**config.mk**
```make
export PLATFORM = sky130hd
export DESIGN_NAME = ro_freq_counter
export DESIGN_NICKNAME = d
export VERILOG_FILES = /design/src/rtl/ro_freq_counter.sv
export SDC_FILE = /design/constraint.sdc
export NUM_CORES = 1
export LEC_CHECK = 0
export CAP_MARGIN = 25
export CORE_MARGIN = 1
export CORE_UTILIZATION = 30
export CTS_BUF_LIST = sky130_fd_sc_hd__clkbuf_16
export DETAILED_ROUTE_END_ITERATION = 8
export GPL_ROUTABILITY_DRIVEN = 1
export PLACE_DENSITY = 0.56
export SYNTH_ARGS = -nofsm -noshare
export SYNTH_HDL_FRONTEND = slang
export SYNTH_SLANG_ARGS = --single-unit
export TNS_END_PERCENT = 20
```
**constraint.sdc**
```tcl
create_clock -name clk -period 6.5 [get_ports clk]
set_clock_uncertainty 0.05 [all_clocks]
set_input_delay 1.3 -clock clk [delete_from_list [all_inputs] [get_ports clk]]
set_output_delay 1.3 -clock clk [all_outputs]
set_load 0.01 [all_outputs]
```
**src/rtl/ro_freq_counter.sv**
```systemverilog
// Ring-oscillator frequency counter: counts synchronized osc_in rising edges over a gated window.
// Define RO_FREQ_OVF_EN to make count saturate and to add the sticky overflow output.
module ro_freq_counter #(
   parameter int GATE_W = 16,
   parameter int CNT_W  = 16,
   parameter int SETTLE = 4
) (
   input  logic              clk,
   input  logic              rst_n,
   input  logic              start,
   input  logic [GATE_W-1:0] gate_cycles,
   input  logic              osc_in,
   output logic              osc_en,
   output logic              busy,
   output logic              valid,
   output logic [CNT_W-1:0]  count
`ifdef RO_FREQ_OVF_EN
   ,
   output logic              overflow
`endif
);

   typedef enum logic [1:0] {S_IDLE, S_SETTLE, S_MEASURE, S_DONE} state_t;

   localparam logic [3:0] SETTLE_LAST = 4'(SETTLE - 1);

   state_t            state, state_nxt;
   logic              osc_p0, osc_p1, osc_p2;
   logic              rise_p2;
   logic              start_acc;
   logic [3:0]        settle_cnt;
   logic [GATE_W-1:0] gate_lat;
   logic [GATE_W-1:0] gate_cnt;

`ifdef RO_FREQ_OVF_EN
   function automatic logic [CNT_W-1:0] sat_inc(input logic [CNT_W-1:0] c);
      if (&c) return c;
      return c + CNT_W'(1);
   endfunction
`endif

   // Stage p0/p1: two-flop synchronizer; p2: delayed copy for edge detection
   always_ff @(posedge clk or negedge rst_n) begin
      if (!rst_n) begin
         osc_p0 <= 1'b0;
         osc_p1 <= 1'b0;
         osc_p2 <= 1'b0;
      end else begin
         osc_p0 <= osc_in;
         osc_p1 <= osc_p0;
         osc_p2 <= osc_p1;
      end
   end

   assign rise_p2   = osc_p1 & ~osc_p2;
   assign start_acc = start && ((state == S_IDLE) || (state == S_DONE));

   always_ff @(posedge clk or negedge rst_n) begin
      if (!rst_n) state <= S_IDLE;
      else        state <= state_nxt;
   end

   always_comb begin
      state_nxt = state;
      case (state)
         S_IDLE, S_DONE: if (start) state_nxt = S_SETTLE;
         S_SETTLE: begin
            if (settle_cnt == 4'd0)
               state_nxt = (gate_lat == '0) ? S_DONE : S_MEASURE;
         end
         S_MEASURE: if (gate_cnt == '0) state_nxt = S_DONE;
         default: state_nxt = S_IDLE;
      endcase
   end

   // Outputs are registered from the next state so osc_en never glitches
   always_ff @(posedge clk or negedge rst_n) begin
      if (!rst_n) begin
         osc_en <= 1'b0;
         busy   <= 1'b0;
         valid  <= 1'b0;
      end else begin
         osc_en <= (state_nxt == S_SETTLE) || (state_nxt == S_MEASURE);
         busy   <= (state_nxt == S_SETTLE) || (state_nxt == S_MEASURE);
         valid  <= (state_nxt == S_DONE);
      end
   end

   // gate_cnt holds the remaining MEASURE cycles minus one; unused when gate_lat is zero
   always_ff @(posedge clk or negedge rst_n) begin
      if (!rst_n) begin
         gate_lat   <= '0;
         gate_cnt   <= '0;
         settle_cnt <= 4'd0;
         count      <= '0;
`ifdef RO_FREQ_OVF_EN
         overflow   <= 1'b0;
`endif
      end else if (start_acc) begin
         gate_lat   <= gate_cycles;
         gate_cnt   <= gate_cycles - GATE_W'(1);
         settle_cnt <= SETTLE_LAST;
         count      <= '0;
`ifdef RO_FREQ_OVF_EN
         overflow   <= 1'b0;
`endif
      end else begin
         if ((state == S_SETTLE) && (settle_cnt != 4'd0))
            settle_cnt <= settle_cnt - 4'd1;
         if (state == S_MEASURE) begin
            if (gate_cnt != '0) gate_cnt <= gate_cnt - GATE_W'(1);
            if (rise_p2) begin
`ifdef RO_FREQ_OVF_EN
               if (&count) overflow <= 1'b1;
               count <= sat_inc(count);
`else
               count <= count + CNT_W'(1);
`endif
            end
         end
      end
   end

endmodule

```
After elaboration in Yosys (flattened, before gate mapping):

Index checks and enable logic that the tools add are counted.

* register bits after elaboration: 59
* input bits: 20
* output and inout port bits: 19
* word-level logic and storage cells: 52

* $add $sub $neg: 4
* eq/ne operators: 6
* muxes and demuxes: 13
* bitwise operators: 2
* reductions and logical operators: 17

Operators with widths (count)
* $mux W16: 6
* $logic_not A16 Y1: 2
* $sub A16 B1 Y16 const B: 2
* $add A16 B1 Y16 const B: 1
* $reduce_bool A16 Y1: 1
* $eq A2 B2 Y1 const B: 4
* $mux W4: 2
* $reduce_bool A2 Y1: 4
* $mux W2: 3
* $pmux W2 S3: 1
* $eq A2 B1 Y1 const B: 2
* $logic_not A4 Y1: 1
* $reduce_and A2 Y1: 2
* $reduce_bool A4 Y1: 1
* $sub A4 B1 Y4 const B: 1
* $logic_and A1 B1 Y1: 2
* $logic_not A2 Y1: 1
* $logic_or A1 B1 Y1: 2
* $reduce_or A2 Y1: 1
* $and A1 B1 Y1: 1
* $mux W1: 1
* $not A1 Y1: 1

Longest topological paths before layout:

* word-level depth: 6
* gate-level depth with buffers: 15
* mapped depth without buffers: 10

Least setup slack after synthesis:

OpenSTA, ideal clock, no wires.

* kind: input port to flip-flop
* start point: input start
* end point: register gate_cnt[12]
* library setup time: 0.104 ns
* arrival: 3.523 ns
* required time: 6.346 ns
* slack: 2.823 ns
* stages on the path: 13
* path buffers: 5
* cell sequence: buf_6 -> and2_1 -> clkbuf_1 -> clkbuf_1 -> buf_1 -> nand2_1 -> a21boi_0 -> ha_1 -> o21a_1 -> buf_2 -> nand3_1 -> or3_1 -> a221oi_1

* cells in the longest elaborated chain, start to end: 3
* elaborated cells between the ends (all ways): 5
* those cells by class: mux: 1; reduce/logical: 4

Ends and longest elaborated chain
* from (decl): line 10 `input logic start,`
* $logic_and A1 B1 Y1 (*): line 56 `assign start_acc = start && ((state == S_IDLE) || (state == S_DONE));`
* $reduce_bool A2 Y1 (no source line)
* $reduce_and A2 Y1 (no source line)
* to (signal assigned): line 101 `gate_cnt <= gate_cycles - GATE_W'(1);`
* to (signal assigned): line 111 `if (gate_cnt != '0) gate_cnt <= gate_cnt - GATE_W'(1);`
* to (decl): line 33 `logic [GATE_W-1:0] gate_cnt;`

Mark *: on every way between the ends. The rest lies on a longest branch, timed or not.
A chain may end at the register's enable or synchronous reset.

Final worst setup path:

* start point: input start
* end point: register gate_cnt[14]

The elaborated chain is that of the path after synthesis.

==> metrics.md <==
| Metric | Value |
|---|---|
| Initial core utilization | 0.314 |
| Clk pin slew, worst setup/hold paths | 0.05 ns |
| Crit share post-route | 0.724 |
| YS warnings | 0 |
| Largest net degree at the start of global routing | 60 |
| Peak VDD IR | 0.197 mV |
| Initial antenna violation count | 0 |
| Element type at the critical path end | flop |
| Cell total after placement | 515 |
| HPWL Detailed | 5.67 mm |
| First-pass GRT wire length | 14.1 mm |
| Req. time, crit path | 6.68 ns |
| DR vias/cell | 5.25 |
| Min-Delay Path Class | reg2reg |
| Startpoint Class | input port |
| Layout cells sized above 1 | 0.0508 |
| Status | finished clean |
| Core area | 10,500 µm² |
| Chip height | 107 µm |
| Static leakage power | 1.65 nW |
| CTS tree | yes |
| Count leader, synth | nand2_1 |
| FF/Latch Area | 1480 µm² |
| CTS Sinks | 59 |
| Syn avg cell area | 9.23 µm² |
| Arrival time at the worst endpoint | 4.89 ns |
| Post-synth net total | 384 |
| ANT nets after route | 0 |
| P_int | 0.994 mW |
| Root Buffer | clkbuf_16 |
| Post-synth top flop | dfrtp_1 |
| Initial DRC Count | 164 |
| Post-synth top cells | nand2_1 (62), dfrtp_1 (59), nor2_1 (29) |
| Unrepaired setup endpoints after global routing | false |
| GRT overflow | 0 |
| Max-Cap Viols | 0 |
| Slowest stage delay, CP | 0.91 ns |
| Gpl congestion | 0.849 |
| Clock power share | 0.290 |
| Comb pwr share | 0.334 |
| Cell area after layout | 4050 µm² |
| Post-route setup TNS | 0 ns |
| Yosys top cell area share | 0.448 |
| # H-tree levels | 3 |
| Pre-antenna DRT Iters | 6 |
| Period minus WS final | 4.70 ns |
| Ranking of synthesized cells by area | dfrtp_1 (45%), nand2_1 (7.1%), xor2_1 (5.0%), xnor2_1 (3.5%), nor2_1 (3.3%) |
| Kind of critical path | in2reg |
| # rows | 37 |
| Hold_buf cts | 0 |
| Post-place setup slack | 1.57 ns |
| I/O pin total | 39 |
| Vias post-DR | 2,785 |
| Crit-path max FO | 28 |
| Per-cell routed wire length | 15.8 µm |
| Cells after Synth | 357 |
| Sequential area share after synthesis | 0.448 |
| Die area | 11,400 µm² |
| NumNets Final | 417 |
| Area Growth Syn to Fin | 23.0% |
| Final hold slack | 0.297 ns |
| Gr usage total | 0.160 |
| Critical-path top delay cell | clkdlybuf4s50_1 |
| Final Hold Fails | 0 |
| Reg power frac | 0.376 |
| Setup violations, final | 0 |
| Power per standard cell area | 390 nW/µm² |
| Aggregate routed wire length | 8.37 mm |
| Switching part of the total | 0.370 |
| Placed Area | 3770 µm² |
| Post_cts resized | 0 |
| Fill count | 1,064 |
| Port Buffers | 38 |
| Ant. Diodes | 0 |
| Synth cell types | 56 |
| Mapped cell area | 3300 µm² |
| Post-CTS Setup Bufs | 0 |
| Skew-Pair Late Insertion Delay | 0.33 ns |
| Post-layout power | 1.58 mW |
| Ys async rst share | 1.00 |
| Yosys top cell by area | dfrtp_1 |
| Max-slew violations | 0 |
| Top achievable clock speed | 0.213 GHz |
| Worst path cell trace | clkdlybuf4s50_1 -> nand2_1 -> a21boi_0 -> ha_1 -> o21a_1 -> nand4_1 -> or4_1 -> o211ai_1 |
| Psw | 0.585 mW |
| Worst slew margin | 0.371 |
| Die X-Extent | 107 µm |
| Area occupied by multi-input gates | 1680 µm² |
| Cell Count, Final, Fillers Out | 530 |
| Synth Register Bits | 59 |
| DRC viols | 0 |
| Measured slew at the worst slew-check pin | 0.941 ns |
| Final Core Density | 0.386 |
| Num CTS Buffers | 9 |
| Vias in the first global route | 2,735 |
| Clock Tree Buf Depth | 2 |
| Setup WS post-layout | 1.80 ns |
| EDFF count, synth | 0 |
==> routing by layer <==
layer / routed length [µm] / up-vias / track usage
met5: 0 / - / 0
met4: 128 / 0 / 0.0568
met3: 387 / 12 / 0.0359
met2: 3980 / 76 / 0.252
met1: 3880 / 1349 / 0.216
li1: - / 1348 / -
==> flip-flops by register name, indices dropped and copies added (netlist names) <==
| name | cells |
|---|---|
| state | 2 |
| busy | 1 |
| osc_p0 | 1 |
| gate_cnt | 16 |
| valid | 1 |
| count | 16 |
| osc_p1 | 1 |
| settle_cnt | 4 |
| osc_p2 | 1 |
| gate_lat | 16 |
==> cells by family (layout without fill, tap and decap cells) <==
group	Yosys count	count (layout)	synth area share
AO/OA/AOI/OAI	62	62	0.133
XOR/XNOR	32	32	0.0850
adder cells (fa/ha/maj)	7	7	0.0266
buffers and inverters	30	67	0.0410
flip-flops	59	59	0.448
multiplexers	6	6	0.0182
AND/OR/NAND/NOR	161	161	0.248
==> critical path, delay by kind of cell <==
family / cells / cell delay (ns)
and+or+nand+nor: 3 / 1.48
AOI/OAI and AO/OA: 3 / 0.93
buffers and inverters: 1 / 0.91
adders and majority gates: 1 / 0.25
==> power groups by stage <==
stage | Sequential, mW | Clock [mW] | Combinational [mW]
after detailed placement | 0.595 | 0 | 0.526
after global placement | 0.597 | 0 | 0.515
after CTS | 0.593 | 0.472 | 0.528
after floorplan | 0.568 | 0 | 0.400
final | 0.593 | 0.458 | 0.528
after global routing | 0.611 | 0.490 | 0.598
==> layout by cell type, fill, tap and decap left out, drive strengths merged, types with 3 or more instances in the layout <==
cell type / count
xnor2: 13
nor3: 8
mux2i: 6
o22ai: 3
a211oi: 3
inv: 11
buf: 4
clkbuf: 9
dfrtp: 59
or4: 5
nor4: 11
ha: 7
nand3: 9
nand2: 62
clkinv: 5
o21ai: 11
clkdlybuf4s50: 37
xor2: 19
nor2: 29
nand4: 7
o211ai: 9
a21oi: 11
a211o: 4
nand4bb: 4
nor4bb: 3
and3: 3
or3: 6
==> path summary, 6_finish.rpt <==
check | depth (start not counted) | start | end | slack [ns]
min | 0 | osc_p0 | osc_p1 | 0.30
max reg2reg | 9 | state[0] | gate_cnt[14] | 2.52
min in group asynchronous | 2 | rst_n | osc_p0 | 1.09
max in group asynchronous | 2 | rst_n | gate_cnt[6] | 4.80
min reg2reg | 0 | osc_p0 | osc_p1 | 0.30
max | 8 | start | gate_cnt[14] | 1.80
==> layout make-up <==
type / count / area share
flip-flops and latches: 59 / 0.364
clock inverters: 6 / 0.0142
inverters: 11 / 0.0102
clock buffers: 9 / 0.0556
multi-input cells: 268 / 0.416
well taps: 136 / 0.0420
repair buffers: 41 / 0.0982
Power figures use the tool's default switching activity.
